===== config.mk =====
export PLATFORM = sky130hd
export DESIGN_NAME = id_ex_stage
export DESIGN_NICKNAME = d
export VERILOG_FILES = /design/src/rtl/id_ex_stage.sv
export SDC_FILE = /design/constraint.sdc
export NUM_CORES = 1
export LEC_CHECK = 0
export CAP_MARGIN = 20
export CORE_ASPECT_RATIO = 1.25
export CORE_MARGIN = 3
export CORE_UTILIZATION = 42
export DETAILED_ROUTE_END_ITERATION = 10
export HOLD_SLACK_MARGIN = 0.1
export PLACE_DENSITY = 0.78
export SLEW_MARGIN = 20
export SYNTH_ARGS = -nofsm -noshare
export SYNTH_HDL_FRONTEND = slang
export SYNTH_SLANG_ARGS = --single-unit

===== constraint.sdc =====
create_clock -name CLK -period 5.4 [get_ports CLK]
set_input_delay 1.08 -clock CLK [delete_from_list [all_inputs] [get_ports CLK]]
set_output_delay 1.08 -clock CLK [all_outputs]
set_load 0.02 [all_outputs]

===== src/rtl/id_ex_stage.sv =====
// ID/EX pipeline register and EX operand front end: forwarding, PC/imm select, load-use detection.
// Optional ID_EX_PERF_CNT_EN adds load-use bubble and flush event counters.
module id_ex_stage #(
  parameter int XLEN     = 32,
  parameter int REG_AW   = 5,
  parameter int OPCODE_W = 5
) (
  input  logic                CLK,
  input  logic                RESET,
  input  logic                ID_VALID,
  output logic                ID_READY,
  input  logic [REG_AW-1:0]   ID_RS1_ADDR,
  input  logic [REG_AW-1:0]   ID_RS2_ADDR,
  input  logic [XLEN-1:0]     ID_RS1_DATA,
  input  logic [XLEN-1:0]     ID_RS2_DATA,
  input  logic [XLEN-1:0]     ID_IMM,
  input  logic [XLEN-1:0]     ID_PC,
  input  logic [OPCODE_W-1:0] ID_ALUOP,
  input  logic                ID_SRC1_SEL,
  input  logic                ID_SRC2_SEL,
  input  logic [REG_AW-1:0]   ID_RD_ADDR,
  input  logic                ID_REG_WRITE,
  input  logic                ID_MEM_READ,
  input  logic                ID_MEM_WRITE,
  input  logic                FLUSH,
  input  logic                EX_STALL,
  input  logic [REG_AW-1:0]   EXMEM_RD_ADDR,
  input  logic                EXMEM_REG_WRITE,
  input  logic [XLEN-1:0]     EXMEM_ALU_RESULT,
  input  logic [REG_AW-1:0]   MEMWB_RD_ADDR,
  input  logic                MEMWB_REG_WRITE,
  input  logic [XLEN-1:0]     MEMWB_WB_DATA,
  output logic [XLEN-1:0]     DATA1,
  output logic [XLEN-1:0]     DATA2,
  output logic [OPCODE_W-1:0] OPCODE,
  output logic [XLEN-1:0]     EX_STORE_DATA,
  output logic [REG_AW-1:0]   EX_RD_ADDR,
  output logic                EX_REG_WRITE,
  output logic                EX_MEM_READ,
  output logic                EX_MEM_WRITE,
  output logic                EX_VALID,
`ifdef ID_EX_PERF_CNT_EN
  output logic [31:0]         PERF_BUBBLES,
  output logic [31:0]         PERF_FLUSHES,
`endif
  output logic                LOAD_USE_STALL
);

  typedef struct packed {
    logic                valid;
    logic [REG_AW-1:0]   rs1_addr;
    logic [REG_AW-1:0]   rs2_addr;
    logic [XLEN-1:0]     rs1_data;
    logic [XLEN-1:0]     rs2_data;
    logic [XLEN-1:0]     imm;
    logic [XLEN-1:0]     pc;
    logic [OPCODE_W-1:0] aluop;
    logic                src1_sel;
    logic                src2_sel;
    logic [REG_AW-1:0]   rd_addr;
    logic                reg_write;
    logic                mem_read;
    logic                mem_write;
  } ex_t;

  ex_t ex_q, id_d;
  logic load_use;
  logic [XLEN-1:0] rs1v, rs2v;

  // EX/MEM wins over MEM/WB; x0 never forwards.
  function automatic logic [XLEN-1:0] fwd(
    input logic [REG_AW-1:0] rs,
    input logic [XLEN-1:0]   stored,
    input logic [REG_AW-1:0] em_rd,
    input logic              em_we,
    input logic [XLEN-1:0]   em_val,
    input logic [REG_AW-1:0] mw_rd,
    input logic              mw_we,
    input logic [XLEN-1:0]   mw_val
  );
    if (em_we && em_rd != '0 && em_rd == rs) return em_val;
    if (mw_we && mw_rd != '0 && mw_rd == rs) return mw_val;
    return stored;
  endfunction

  // Control flags are qualified by ID_VALID so an idle slot never writes state.
  always_comb begin
    id_d           = '0;
    id_d.valid     = ID_VALID;
    id_d.rs1_addr  = ID_RS1_ADDR;
    id_d.rs2_addr  = ID_RS2_ADDR;
    id_d.rs1_data  = ID_RS1_DATA;
    id_d.rs2_data  = ID_RS2_DATA;
    id_d.imm       = ID_IMM;
    id_d.pc        = ID_PC;
    id_d.aluop     = ID_ALUOP;
    id_d.src1_sel  = ID_SRC1_SEL;
    id_d.src2_sel  = ID_SRC2_SEL;
    id_d.rd_addr   = ID_RD_ADDR;
    id_d.reg_write = ID_REG_WRITE & ID_VALID;
    id_d.mem_read  = ID_MEM_READ & ID_VALID;
    id_d.mem_write = ID_MEM_WRITE & ID_VALID;
  end

  assign load_use = ex_q.valid & ex_q.mem_read & ID_VALID & (ex_q.rd_addr != '0) &
                    ((ex_q.rd_addr == ID_RS1_ADDR) | (ex_q.rd_addr == ID_RS2_ADDR));

  always_ff @(posedge CLK or posedge RESET) begin
    if (RESET)         ex_q <= '0;
    else if (FLUSH)    ex_q <= '0;
    else if (EX_STALL) ex_q <= ex_q;
    else if (load_use) ex_q <= '0;
    else               ex_q <= id_d;
  end

`ifdef ID_EX_PERF_CNT_EN
  always_ff @(posedge CLK or posedge RESET) begin
    if (RESET) begin
      PERF_BUBBLES <= '0;
      PERF_FLUSHES <= '0;
    end else begin
      if (FLUSH) PERF_FLUSHES <= PERF_FLUSHES + 32'd1;
      if (!FLUSH && !EX_STALL && load_use) PERF_BUBBLES <= PERF_BUBBLES + 32'd1;
    end
  end
`endif

  assign rs1v = fwd(ex_q.rs1_addr, ex_q.rs1_data, EXMEM_RD_ADDR, EXMEM_REG_WRITE,
                    EXMEM_ALU_RESULT, MEMWB_RD_ADDR, MEMWB_REG_WRITE, MEMWB_WB_DATA);
  assign rs2v = fwd(ex_q.rs2_addr, ex_q.rs2_data, EXMEM_RD_ADDR, EXMEM_REG_WRITE,
                    EXMEM_ALU_RESULT, MEMWB_RD_ADDR, MEMWB_REG_WRITE, MEMWB_WB_DATA);

  assign DATA1          = ex_q.src1_sel ? ex_q.pc  : rs1v;
  assign DATA2          = ex_q.src2_sel ? ex_q.imm : rs2v;
  assign EX_STORE_DATA  = rs2v;
  assign OPCODE         = ex_q.aluop;
  assign EX_RD_ADDR     = ex_q.rd_addr;
  assign EX_REG_WRITE   = ex_q.reg_write;
  assign EX_MEM_READ    = ex_q.mem_read;
  assign EX_MEM_WRITE   = ex_q.mem_write;
  assign EX_VALID       = ex_q.valid;
  assign LOAD_USE_STALL = load_use;
  assign ID_READY       = ~EX_STALL & ~load_use;

endmodule


# [Word-level counts from Yosys, hierarchy flattened]
# Index checks and enable logic that the tools add are counted.
[totals] regBits=154 inputBits=234 out_inout_bits=112 elab_cells=60
[op_classes] eq_ne=7 muxes=19 bitwise=11 n_reduce_logical=9
[op_table] operator="$mux 154" count=3
[op_table] operator="$mux 32" count=10
[op_table] operator="$eq 5x5->1" count=6
[op_table] operator="$reduce_bool 5->1" count=3
[op_table] operator="$and 1x1->1" count=8
[op_table] operator="$logic_and 1x1->1" count=6
[op_table] operator="$mux 1" count=6
[op_table] operator="$ne 2x2->1 const B" count=1
[op_table] operator="$not 1->1" count=2
[op_table] operator="$or 1x1->1" count=1

# [Longest topological paths before layout]
# Gate-level depths: netlist of run 1.
[depth] word_depth=8 mapped_depth=8 mapped_depth_nobuf=5

# [Least setup slack after synthesis of run 1]
# No wires, ideal clock.
[synth_path] path_type="input to output" startpoint="input EXMEM_RD_ADDR[1]" endpoint="output DATA2[21]" arrival_time_ns=2.800 required_time_ns=4.320 path_slack_ns=1.520 cell_stages=6 n_path_buf=1 cell_sequence="or4_4 o21ai_4 buf_2 nor4_1 a31oi_1 mux2_2"
[synth_between] elab_chain_cells=6 word_cells_on_any_way=7 classes_between="1 x eq/ne; 3 x mux; 3 x reduce/logical"
[synth_rtl] item="start: declaration" line_no="27" text="input logic [REG_AW-1:0] EXMEM_RD_ADDR,"
[synth_rtl] item="$reduce_bool 5->1" line_no="81" text="if (em_we && em_rd != '0 && em_rd == rs) return em_val;"
[synth_rtl] item="$logic_and 1x1->1" line_no="81"
[synth_rtl] item="$logic_and 1x1->1 *" line_no="81"
[synth_rtl] item="$mux 1 *" line_no="81"
[synth_rtl] item="$mux 32 *" line_no="82" text="if (mw_we && mw_rd != '0 && mw_rd == rs) return mw_val;"
[synth_rtl] item="named net EX_STORE_DATA[21]" line_no="36" text="output logic [XLEN-1:0] EX_STORE_DATA,"
[synth_rtl] item="$mux 32 *" line_no="134" text="assign DATA2 = ex_q.src2_sel ? ex_q.imm : rs2v;"
[synth_rtl] item="end: declaration" line_no="34" text="output logic [XLEN-1:0] DATA2,"
# The timed path passes the listed nets; every way through them passes the cells marked *.

# [Final worst setup path of run 1]
[layout_path] startpoint="input EXMEM_RD_ADDR[1]" endpoint="output DATA2[6]"
[layout_between] elab_chain_cells=6 word_cells_on_any_way=7 classes_between="1 x eq/ne; 3 x mux; 3 x reduce/logical"
[layout_rtl] item="$reduce_bool 5->1" line_no="81"
[layout_rtl] item="$logic_and 1x1->1" line_no="81"
[layout_rtl] item="$logic_and 1x1->1 *" line_no="81"
[layout_rtl] item="$mux 1 *" line_no="81"
[layout_rtl] item="$mux 32 *" line_no="82"
[layout_rtl] item="$mux 32 *" line_no="134"
# Mark *: on every way between the ends. The rest lies on a longest branch, timed or not.

==> run summary, run 1 <==
WORST HOLD PATH
-----------------------------------------------------------------------------------
Start point of the worst min-delay path                                   OPCODE[4]
Hold/Removal Path Class                                                register to register
Number of cells on the worst hold path                                            2
Hold worst-path end                                                       OPCODE[4]

LOGIC SYNTHESIS
-----------------------------------------------------------------------------------
Ys flop type                                                                dfrtp_1
Number of nets produced by synthesis                                          1,369
Synth warnings                                                                    0
Share of async-settable or async-resettable flops after synthesis              100%
Synthesized area                                                        10,200 um^2
Flops & latches, synth                                                          154
Synthesized instance count                                                    1,135
Number of synthesized flops with an enable pin                                    0
Part of the Yosys area used for sequential elements                           37.8%
Mean cell area of the mapped netlist                                      8.99 um^2
Distinct cell type count of the synthesized netlist                              40

FLOORPLANNING
-----------------------------------------------------------------------------------
Number of cell rows                                                              63
Die Outline Area                                                        26,200 um^2
Effective utilization at floorplan                                            42.9%
Y dimension of the die                                                       180 um
Die width                                                                    145 um
Core Area                                                               23,800 um^2
Top Ports                                                                       346

FINAL LAYOUT
-----------------------------------------------------------------------------------
Final Net Count                                                               1,617
Count of placed standard cells in the final layout, fillers left out          1,738
Synthesis-to-finish area growth                                               40.5%
Most frequent cells in the layout                                      340 x clkdlybuf4s50_1, 199 x inv_1, 153 x dfrtp_1
Number of inserted filler cells in the final layout                           2,121
Post-Layout Inst Area                                                   14,300 um^2
Most common cell after layout, fill and taps aside                     clkdlybuf4s50_1
Fraction of layout cells with a size suffix above 1                           8.24%

TIMING
-----------------------------------------------------------------------------------
Hold Fails Final Rpt                                                              0
Unrepaired setup endpoints after global routing                                  no
Maximum clock skew at final layout                                       0.00825 ns
Highest clock rate                                                          190 MHz
Final setup violation count                                                       0
Max-Slew Margin vs Limit                                                      29.4%
Period Utilization, post-route                                                97.6%
Final Max Slew Viols                                                              0
Actual slew at the worst max-slew pin                                       1.06 ns
Post-layout minimum cycle time                                              5.27 ns
Setup TNS Final                                                                0 ns
Final setup margin                                                         0.132 ns

PWR
-----------------------------------------------------------------------------------
LEAKAGE                                                                     5.90 nW
Max IR drop VDD                                                            0.232 mV
Power Density                                                           234 nW/um^2

PLACED DESIGN
-----------------------------------------------------------------------------------
Worst-case setup slack after placement                                     0.179 ns
Placed wire-length estimate after detailed placement                        29.5 mm
GP Congestion                                                                 0.945
Count of input and output buffers                                               345
DP Area                                                                 13,700 um^2
Count of placed standard cells including taps                                 1,689

DETAILED ROUTING
-----------------------------------------------------------------------------------
Drt total wl                                                                41.3 mm
Vias per std cell                                                              5.86
DRT antenna net count                                                             0
DRC violation total after the first TritonRoute iteration                     1,045
Total via count after detailed routing                                       10,190
DRC violations left                                                               0
Router iterations before antenna repair                                           6
Post-DR wirelength/cell                                                     23.8 um

CLOCK NETWORK
-----------------------------------------------------------------------------------
Deepest level of the CTS H-tree                                                   4
Max Buffers Root-to-Sink                                                          2
Clock-pin transition on the worst setup and hold timing paths               0.06 ns
TritonCTS clock tree                                                            yes
Number of buffers added for setup after CTS                                       0
TritonCTS Sinks                                                                 154
Insertion delay of the later-clocked pin in the worst-skew pair             0.43 ns
Hold-fix buffer count after cts                                                   0
Post-CTS resize count                                                             0
Clock root cell                                                           clkbuf_16
Number of buffers inserted during clock tree synthesis                           17

WORST SETUP PATH
-----------------------------------------------------------------------------------
Kind of launch point of the worst setup path                           primary input
Critical R2R Launch                                                    EX_RD_ADDR[1]
Register-to-Register Setup Slack                                            2.80 ns
Worst setup path category                                              primary input to output pin
WP data arrival                                                             4.19 ns
CP Capture Type                                                          output pin
Worst endpoint required time                                                4.32 ns
Maximum fanout along the worst path                                              24
Worst Reg2Reg Path Length in Cells                                                6
Reg-to-reg critical path endpoint                                          ex_q[70]

GRT
-----------------------------------------------------------------------------------
Total routing usage reported by global routing                                30.4%
Global-route wire length before repair                                      61.9 mm
GRT Residual Overflow                                                             0
Largest net degree at the start of global routing                               150
Initial antenna violation count                                                  18
Via count of the first global-routing pass                                    9,984

JOB
-----------------------------------------------------------------------------------
Maximum capacitance violations                                                    0

RUN STATUS
-----------------------------------------------------------------------------------
Status                                                                 finished clean

[per-stage QoR]
stage / hold slack [ns] / util [%] / power [mW]
floorplan: 0.444 / - / 1.71
global placement: 0.458 / 57.6 / 2.16
detailed placement: 0.469 / 57.6 / 2.17
CTS: 0.485 / 60.0 / 3.36
global route: 0.521 / 60.2 / 3.47
finish: 0.480 / 60.2 / 3.35
[area by class of cell]
cell class / instances / area (um^2) / share of cell area (%)
Timing Repair Buffer: 370 / 3690 / 25.8
Clock buffer: 20 / 457 / 3.19
Tap cell: 325 / 407 / 2.84
Inverter: 200 / 756 / 5.27
Clock inverter: 12 / 115 / 0.803
Multi-Input combinational cell: 640 / 5010 / 35.0
Sequential cell: 154 / 3850 / 26.9
Antenna cell: 17 / 42.5 / 0.297
[per-layer routing]
metal	routed length (um)	vias up	global-route usage (%)	share of wire [%]
met5	13	-	0	0.031
met4	1390	2	15.8	3.4
met3	3550	63	7.19	8.6
met2	19700	581	47.2	48
met1	16700	4892	39.6	40
li1	-	4652	-	-
[registers in the layout (all words and copies together), names as in the netlist]
signal,cells
ex_q,140
EX_RD_ADDR,5
OPCODE,5
EX_MEM_READ,1
EX_MEM_WRITE,1
EX_REG_WRITE,1
EX_VALID,1
[kinds of logic (layout without fill, tap and decap cells)]
logic type                after synthesis  count (layout)  synth area share [%]
AOI/OAI and AO/OA                     273             273                  21.5
xor gates and xnor gates               30              30                  2.58
buffers and inverters                 341             602                  13.4
DFF                                   154             154                  37.8
muxes                                  63              63                  6.56
other                                   0              17                     0
and+or+nand+nor                       274             274                  18.2
[power by group]
part / internal (mW) / switching, mW / total, mW
logic: 0.429 / 0.461 / 0.891
registers: 1.22 / 0.0524 / 1.27
clock network: 0.664 / 0.529 / 1.19
[worst max-delay path, cell delays in order]
cell and delay [ns]:
clkdlybuf4s50_1 0.49, or4_4 0.58, o21ai_4 0.34, buf_4 0.38, nor4_1 0.11, a31oi_1 0.34, mux2_2 0.23, clkdlybuf4s50_1 0.61
[worst max-delay path by stage]
stage	startpoint	to	slack (ns)	cells past startpoint
finish	EXMEM_RD_ADDR[1]	DATA2[6]	0.13	8
global route	EXMEM_RD_ADDR[1]	DATA1[2]	0.11	8
CTS	MEMWB_RD_ADDR[0]	DATA2[28]	0.15	8
detailed placement	MEMWB_RD_ADDR[0]	DATA2[28]	0.18	8
global placement	MEMWB_RD_ADDR[1]	DATA2[28]	0.20	8
floorplan	RESET	EX_MEM_READ	0.17	1
[cells in the mapped netlist, types with 2 or more instances]
library cell  count  area, um^2
a21oi_1          18        90.1
buf_4            15         113
or4_1             2        15.0
xnor2_1          21         184
buf_2             7        35.0
xor2_1            9        78.8
inv_1           200         751
o41ai_1         152        1330
mux2_2           31         349
a221oi_1          2        17.5
nand4_1           2        12.5
dfrtp_1         154        3850
nand2_1          10        37.5
buf_6             2        22.5
nand2b_1         18         113
nor4_1           31         194
nor3_1           18        90.1
nand3b_1        147        1100
a221oi_2         13         195
mux2i_1          32         320
clkbuf_1        109         409
o21ai_0          32         160
nand3_1           4        20.0
nor2_1            5        18.8
a31oi_1          31         194
o31ai_1          19         143
or3_1            32         200
buf_1             7        26.3
Note: power is estimated with default switching activity, not from simulation.
==> inputs of run 2 (changes only) <==
--- a/config.mk
+++ b/config.mk
@@ -5,6 +5,7 @@
 export SDC_FILE = /design/constraint.sdc
 export NUM_CORES = 1
 export LEC_CHECK = 0
+export ABC_CLOCK_PERIOD_IN_PS = 4540
 export CAP_MARGIN = 20
 export CORE_ASPECT_RATIO = 1.25
 export CORE_MARGIN = 3
==> constraint.sdc (replaced) <==
create_clock -name CLK -period 4.54 [get_ports CLK]
set_input_delay 0.908 -clock CLK [delete_from_list [all_inputs] [get_ports CLK]]
set_output_delay 0.908 -clock CLK [all_outputs]
set_load 0.02 [all_outputs]
==> run summary, run 2 (same netlist as run 1, synthesis figures left out) <==
RUN STATUS
-----------------------------------------------------------------------------------
Status                                                                 finished clean

WORST SETUP PATH
-----------------------------------------------------------------------------------
Worst endpoint required time                                                3.63 ns
Worst setup path category                                              primary input to output pin
Maximum fanout along the worst path                                              32
CP Capture Type                                                          output pin
Cell with the biggest individual delay on the critical path            clkdlybuf4s50_1
Crit path cell chain                                                   clkdlybuf4s50_1, or4_4, o21ai_4, buf_4, buf_12, nor4_1, a31oi_1, buf_4, clkdlybuf4s50_1
Kind of launch point of the worst setup path                           primary input
Peak per-stage delay on the critical path                                   0.59 ns
Register-to-Register Setup Slack                                            2.10 ns
WP data arrival                                                             3.56 ns

PLACED DESIGN
-----------------------------------------------------------------------------------
Count of input and output buffers                                               345
Worst-case setup slack after placement                                    -0.298 ns
Placed wire-length estimate after detailed placement                        29.4 mm
GP Congestion                                                                 0.914
Count of placed standard cells including taps                                 1,725

TIMING
-----------------------------------------------------------------------------------
Period Utilization, post-route                                                98.5%
Max-Slew Margin vs Limit                                                      25.1%
Setup TNS Final                                                                0 ns
Actual slew at the worst max-slew pin                                       1.12 ns
Final setup violation count                                                       0
Final setup margin                                                        0.0698 ns
Highest clock rate                                                          224 MHz
Hold Fails Final Rpt                                                              0
Post-layout minimum cycle time                                              4.47 ns
Unrepaired setup endpoints after global routing                                 yes
Maximum clock skew at final layout                                       0.00956 ns
Final Max Slew Viols                                                              0

FINAL LAYOUT
-----------------------------------------------------------------------------------
Number of inserted filler cells in the final layout                           2,013
Register name with the most flops                                              ex_q
Largest register FFs                                                            140
Fraction of the core area covered by cells at the end of the flow             62.9%
Area taken by multi-input logic gates                                     5140 um^2
Synthesis-to-finish area growth                                               46.7%
Most frequent cells in the layout                                      296 x clkdlybuf4s50_1, 199 x inv_1, 153 x dfrtp_1
Most common cell after layout, fill and taps aside                     clkdlybuf4s50_1
Fraction of layout cells with a size suffix above 1                           12.0%
Final Net Count                                                               1,659
Count of placed standard cells in the final layout, fillers left out          1,780
Register Area                                                             3850 um^2

GRT
-----------------------------------------------------------------------------------
Initial antenna violation count                                                  19
Via count of the first global-routing pass                                   10,198
Global-route wire length before repair                                      63.1 mm
GRT Residual Overflow                                                             0
Total routing usage reported by global routing                                30.9%
Largest net degree at the start of global routing                               239

FLOORPLANNING
-----------------------------------------------------------------------------------
Die Outline Area                                                        26,200 um^2
Effective utilization at floorplan                                            42.9%
Y dimension of the die                                                       180 um
Die width                                                                    145 um
Number of cell rows                                                              63
Core Area                                                               23,800 um^2
Top Ports                                                                       346

DETAILED ROUTING
-----------------------------------------------------------------------------------
DRC violation total after the first TritonRoute iteration                     1,182
Total via count after detailed routing                                       10,428
DRT antenna net count                                                             0
Router iterations before antenna repair                                           5
Post-DR wirelength/cell                                                     23.8 um
Drt total wl                                                                42.3 mm
Vias per std cell                                                              5.86
DRC violations left                                                               0

PWR
-----------------------------------------------------------------------------------
Total power after layout                                                    4.12 mW
Power Density                                                           275 nW/um^2
Sequential power share                                                        36.7%
Switching part of the total power                                             29.6%
Internal cell power                                                         2.90 mW
LEAKAGE                                                                     6.77 nW
Max IR drop VDD                                                            0.237 mV
Proportion of power drawn by the clock network                                36.4%
Net switching power figure                                                  1.22 mW
Combinational power share                                                     26.9%

CLOCK NETWORK
-----------------------------------------------------------------------------------
TritonCTS Sinks                                                                 154
Number of buffers inserted during clock tree synthesis                           17
Clock root cell                                                           clkbuf_16
Insertion delay of the later-clocked pin in the worst-skew pair             0.43 ns
Deepest level of the CTS H-tree                                                   4
Clock-pin transition on the worst setup and hold timing paths               0.06 ns
TritonCTS clock tree                                                            yes
Hold-fix buffer count after cts                                                   0
Max Buffers Root-to-Sink                                                          2

WORST HOLD PATH
-----------------------------------------------------------------------------------
Hold/Removal Path Class                                                register to register

JOB
-----------------------------------------------------------------------------------
Maximum capacitance violations                                                    0

-- run 2: cell count changes in the layout (fill, tap and decap cells not counted), sizes merged --
cell	previous run	this run
buf	29	67
bufinv	1	3
clkdlybuf4s50	340	296
clkinv	5	4
diode	17	18
dlygate4sd2	0	9
dlymetal6s2s	0	36
inv	203	201
nor2b	2	5
-- run 2: final timing paths --
check,start,cells after the start,to
worst max-delay path,EXMEM_RD_ADDR[1],9,EX_STORE_DATA[8]
min in group asynchronous,RESET,2,ex_q[105]
worst min register to register,EX_MEM_WRITE,2,EX_MEM_WRITE
worst min-delay path,EX_MEM_WRITE,2,EX_MEM_WRITE
worst max register to register,EX_RD_ADDR[1],6,ex_q[112]
max in group asynchronous,RESET,3,OPCODE[1]
-- run 2: critical path: cells and delay by family --
family          cells  cell delay [ns]
buf+inv             5             1.54
simple gates        2             0.66
compound gates      2             0.42
-- run 2: per-stage QoR --
step                area (um^2)  hold slack [ns]
finish                    15000            0.474
global route              15000            0.501
CTS                       14700            0.475
detailed placement        14100            0.462
global placement          14100            0.457
floorplan                 10200            0.444
-- run 2: routing by layer --
layer	routed length (um)	global-route usage, %	vias up
li1	-	-	4732
met5	23	0	-
met1	17000	40.5	5037
met2	19300	46.7	564
met4	2270	18.7	4
met3	3730	7.14	91
-- run 2: cell type report --
type                       count  share of cell area (%)
clock inverter                11                   0.953
timing repair buffer         409                    27.8
tap                          325                    2.72
antenna                       18                   0.301
multi-input combinational    643                    34.3
clock buffer                  20                    3.12
sequential                   154                    25.7
inverter                     200                    5.04
-- run 2: what timing repair did --
| action | in CTS | in global routing |
|---|---|---|
| gates cloned | 2 | 1 |
| resized for setup | 14 | 52 |
| setup buffers | 2 | 1 |
| setup endpoints to repair | 37 | 48 |
| pin swaps | 0 | 0 |
-- run 2: power groups by stage --
stage          logic [mW]  clock network [mW]  registers, mW
2_1_floorplan       0.528                   0           1.51
3_3_place_gp         1.08                   0           1.53
3_5_place_dp         1.09                   0           1.53
4_1_cts              1.10                1.52           1.51
5_1_grt              1.17                1.57           1.52
6_report             1.11                1.50           1.51
